## src/rtl/coin_report_sched.sv

```systemverilog
// Coin-count report frame scheduler: merges count-change and user
// requests and streams a 17-byte CSV frame to a byte-wide UART TX.
module coin_report_sched #(
  parameter int HOLDOFF = 16
) (
  input  logic        clk,
  input  logic        rst_n,
  input  logic [3:0]  change,
  input  logic        report_req,
  input  logic [23:0] field0,
  input  logic [23:0] field1,
  input  logic [23:0] field2,
  input  logic [23:0] field3,
  output logic        tx_start,
  output logic [7:0]  tx_data,
  input  logic        tx_done,
  output logic        busy,
  output logic        pending,
  output logic        frame_done,
  output logic [7:0]  frame_count
);

  localparam int GW = (HOLDOFF > 1) ? $clog2(HOLDOFF + 1) : 1;

  typedef enum logic [1:0] {
    IDLE,
    WAIT,
    GAP
  } state_t;

  state_t        state;
  logic [95:0]   snap;
  logic [4:0]    idx;
  logic [GW-1:0] gap;
  logic          req_any;

  assign req_any = (|change) | report_req;

  // Frame layout: three digits per field, comma between fields, CR LF tail
  function automatic logic [7:0] frame_byte(
    input logic [95:0] s,
    input logic [4:0]  i
  );
    logic [23:0] f;
    logic [7:0]  b;
    unique case (i[3:2])
      2'd0:    f = s[95:72];
      2'd1:    f = s[71:48];
      2'd2:    f = s[47:24];
      default: f = s[23:0];
    endcase
    if (i == 5'd16)           b = 8'h0A;
    else if (i == 5'd15)      b = 8'h0D;
    else if (i[1:0] == 2'd3)  b = 8'h2C;
    else if (i[1:0] == 2'd0)  b = f[23:16];
    else if (i[1:0] == 2'd1)  b = f[15:8];
    else                      b = f[7:0];
    return b;
  endfunction

  always_ff @(posedge clk or negedge rst_n) begin
    if (!rst_n) begin
      state       <= IDLE;
      tx_start    <= 1'b0;
      tx_data     <= 8'h00;
      busy        <= 1'b0;
      pending     <= 1'b0;
      frame_done  <= 1'b0;
      frame_count <= 8'h00;
      snap        <= '0;
      idx         <= '0;
      gap         <= '0;
    end else begin
      tx_start   <= 1'b0;
      frame_done <= 1'b0;
      unique case (state)
        IDLE: begin
          if (req_any || pending) begin
            snap     <= {field0, field1, field2, field3};
            pending  <= 1'b0;
            idx      <= 5'd0;
            tx_start <= 1'b1;
            tx_data  <= field0[23:16];
            busy     <= 1'b1;
            state    <= WAIT;
          end
        end
        WAIT: begin
          if (req_any) pending <= 1'b1;
          if (tx_done) begin
            if (idx < 5'd16) begin
              idx      <= idx + 5'd1;
              tx_start <= 1'b1;
              tx_data  <= frame_byte(snap, idx + 5'd1);
            end else begin
              frame_done  <= 1'b1;
              frame_count <= frame_count + 8'd1;
              gap         <= GW'(HOLDOFF);
              if (HOLDOFF == 0) begin
                state <= IDLE;
                busy  <= 1'b0;
              end else begin
                state <= GAP;
              end
            end
          end
        end
        GAP: begin
          if (req_any) pending <= 1'b1;
          gap <= gap - GW'(1);
          if (gap == GW'(1)) begin
            state <= IDLE;
            busy  <= 1'b0;
          end
        end
        default: state <= IDLE;
      endcase
    end
  end

endmodule
```

## config.mk

```make
export PLATFORM = sky130hd
export DESIGN_NAME = coin_report_sched
export DESIGN_NICKNAME = d
export VERILOG_FILES = /design/src/rtl/coin_report_sched.sv
export SDC_FILE = /design/constraint.sdc
export NUM_CORES = 1
export LEC_CHECK = 0
export CAP_MARGIN = 25
export CORE_MARGIN = 8
export CORE_UTILIZATION = 52
export DETAILED_ROUTE_END_ITERATION = 16
export PLACE_DENSITY = 0.78
export SYNTH_ARGS = -nofsm -noshare
export SYNTH_HDL_FRONTEND = slang
export SYNTH_SLANG_ARGS = --single-unit
```

## constraint.sdc

```tcl
create_clock -name clk -period 2.78 [get_ports clk]
set_clock_uncertainty 0.1 [all_clocks]
set_input_delay 0.417 -clock clk [delete_from_list [all_inputs] [get_ports clk]]
set_output_delay 0.417 -clock clk [all_outputs]
set_load 0.01 [all_outputs]
```

==> key figures, run 1 <==
Clock network
  – Postcts setup bufs: 0
  – Clock Tree Root: clkbuf_16
  – CTS sink cnt: 128
  – Max clock buf depth: 2
  – Clock transition time at the flip-flop clock pins of the worst setup and hold paths: 0.06 ns
  – CTS Buf Count: 17
  – Clock latency on the worst-skew pair: 0.41 ns
  – CTS tree: done
  – H-tree levels: 4

GRT
  – Total global-route track usage: 22.0%
  – First-pass GRT wire length: 27.9 mm
  – Grt total ovfl: 0
  – Vias in the first global route: 5191
  – Initial antenna violation count: 0
  – Largest net degree at the start of global routing: 67

Route
  – WL final: 17.0 mm
  – DRT antenna net count: 0
  – Vias per cell: 5.79
  – DR WL/cell: 20.4 µm
  – Drt drc: 0
  – DRC marker count from the first detailed-route iteration: 392
  – Vias: 4823
  – First-pass DRT Iterations: 5

Timing
  – Min setup slack post-route: roughly 0.18 ns
  – Final Hold Fails: 0
  – Final min period: 2.60 ns
  – Period utilisation layout: around 93%
  – Slew Limit Fails: 0
  – Final setup viols: 0
  – Rel. slew slack: approximately half
  – FMAX: 0.385 GHz
  – Unrepaired setup endpoints after global routing: false
  – Worst Tran Pin Value: between 0.7 and 0.8 ns
  – Setup TNS: 0 ns

Final layout
  – Area growth from synthesis to layout: 32.3%
  – Layout cells sized above 1: 23.3%
  – Finished Core Util: 70.7%
  – Nets@finish: 787
  – Diode count: 0
  – Filler Cell Count: 892

Yosys
  – Cell with the most instances after synthesis: dfrtp_1
  – Synth cell count leaders: dfrtp_1 (128), mux2_2 (92), nand2_1 (34)
  – Number of synthesized register bits: 128
  – Syn nets: ~650
  – Mapped Avg Cell Area: between 10 and 15 µm²
  – Share of the synthesized area in the top cell type: 49.9%
  – Synth area leader: dfrtp_1
  – Mapped Area: around 6400 µm²
  – Post-synth ARST share: 100%
  – EDFF count, synth: 0
  – Main synth FF type: dfrtp_1
  – Number of library cell types mapped by synthesis: 64
  – Synth area leaders: dfrtp_1 (50%), mux2_2 (16%), mux2i_1 (3.7%)
  – Sequential fraction of the synthesis area: 49.9%
  – Post-synthesis cell count: 538
  – Synth warn: 0

Placed design
  – Post-Place Setup Slack: 0.0118 ns
  – Hpwl dp: 12.8 mm
  – Placer Congestion: 0.919
  – Port-buffer cells: approximately 120

Run
  – Max-Cap Viols: 0

Status
  – Status: finished, final reports clean

Pwr
  – Leak: around 3.5 nW
  – Pwr Density: approximately 1100 nW/µm²
  – Tot Pwr: 9.08 mW
  – Maximum VDD drop: 619 µV

Worst setup path
  – Critical Path AT: ~2.9 ns
  – Worst Setup End Kind: flop
  – Slowest cell on crit path: a2111oi_0
  – Cell mode on critical path: a21oi_1
  – WP buf/inv: 1
  – CP max stage delay: 0.51 ns
  – CP max FO: 11
  – CP Cell Sequence: ha_2 -> and2_1 -> a21oi_1 -> o221ai_1 -> a21oi_1 -> a2111oi_0 -> buf_4 -> o31a_1
  – Worst Path Required: just over 3 ns
  – Crit start category: flop
  – CP Class: reg -> reg
  – Delay-heaviest family, CP: compound AO/OA/AOI/OAI gates

Floorplanning
  – Core area: between 10000 and 15000 µm²
  – Die X-Extent: 127 µm
  – Die height: approximately 130 µm
  – Die area: 16200 µm²
  – Initial Util: 53.4%
  – Io pins: ~120
  – Site row count: 40

Hold path
  – HP Class: in -> async
sequential cells by signal, summed over array words and instances, names as in the netlist:
name and cells:
busy 1, frame_count 8, frame_done 1, gap 5, idx 5, pending 1, snap 96, state 2
tx_data 8, tx_start 1
cells by family (layout without fill, tap and decap cells):
kind of cell | after synthesis | count (layout) | synth area share, %
compound gates | 110 | 110 | 12.0
xor+xnor | 11 | 11 | 1.62
fa+ha+maj | 9 | 9 | 1.75
buf+inv | 45 | 193 | 3.53
flops | 128 | 128 | 49.9
mux | 134 | 134 | 23.3
simple gates | 101 | 101 | 7.89
power by group:
| part | switching (mW) | internal, mW |
|---|---|---|
| logic | 1.74 | 1.89 |
| clock network | 0.793 | 1.40 |
| registers | 0.566 | 2.69 |
| total | 3.10 | 5.99 |
cells in the final DEF, fill, tap and decap left out, types with 5 or more instances in the layout:
master	Yosys	final
a21oi_1	24	24
o22ai_1	6	6
o21ai_0	23	23
o221ai_1	7	7
inv_1	14	14
nor2b_1	7	7
mux2_2	92	92
ha_1	9	8
dfrtp_1	128	128
buf_4	2	19
nand2_1	34	34
a22o_1	5	5
nand3_1	10	10
clkdlybuf4s50_1	0	122
clkbuf_16	0	17
mux2i_1	24	24
a31oi_1	9	9
mux2_1	16	16
clkinvlp_4	0	5
nor3_1	6	6
xnor2_1	8	8
nor2_1	20	20
metal layers:
metal | GRT usage (%) | wire, µm | vias to the layer above | share of wire, %
met5 | 0 | 0 | - | 0
met4 | 8.26 | 419 | 0 | 2.5
met3 | 7.03 | 1090 | 34 | 6.4
met1 | 27.0 | 7200 | 2391 | 42
li1 | - | - | 2243 | -
met2 | 35.6 | 8320 | 155 | 49
cell type report:
cell class	instances	area, µm²	area share [%]
clock buffer	22	484	5.70
timing repair buffer	146	1450	17.1
clock inverter	9	108	1.27
multi-input combinational	365	3000	35.3
inverter	16	60.1	0.707
tap	147	184	2.17
sequential	128	3200	37.7
stage by stage:
step                      hold slack, ns  instance area, µm²  std cells
after floorplan                   0.0214                6420        538
after global placement             0.249                7890        801
after detailed placement           0.259                7890        801
after CTS                          0.377                8490        833
after global routing               0.402                8490        833
final                              0.383                8490        833
final timing paths:
kind | start | depth (start not counted) | slack [ns] | end
worst max-delay path | idx[0] | 8 | 0.18 | tx_data[4]
max in group asynchronous | rst_n | 3 | 1.42 | snap[7]
worst max register to register | idx[0] | 8 | 0.18 | tx_data[4]
worst min-delay path | rst_n | 2 | 0.38 | snap[73]
worst min register to register | snap[18] | 1 | 0.39 | snap[18]
min in group clk | snap[18] | 1 | 0.39 | snap[18]
repair_timing:
action	4_1_cts	5_1_grt
endpoints found under the hold margin	26	0
hold buffers	1	0
resized for setup	0	1
endpoints found under the setup margin	0	1
Note: power is estimated with default switching activity, not from simulation.
==> inputs of run 2 (changes only) <==
--- a/config.mk
+++ b/config.mk
@@ -8,6 +8,7 @@
 export CAP_MARGIN = 25
 export CORE_MARGIN = 8
 export CORE_UTILIZATION = 52
+export CTS_CLUSTER_DIAMETER = 200
 export DETAILED_ROUTE_END_ITERATION = 16
 export PLACE_DENSITY = 0.78
 export SYNTH_ARGS = -nofsm -noshare
==> results of run 2 <==
No change in the layout: final DEF, timing and power equal those of run 1.
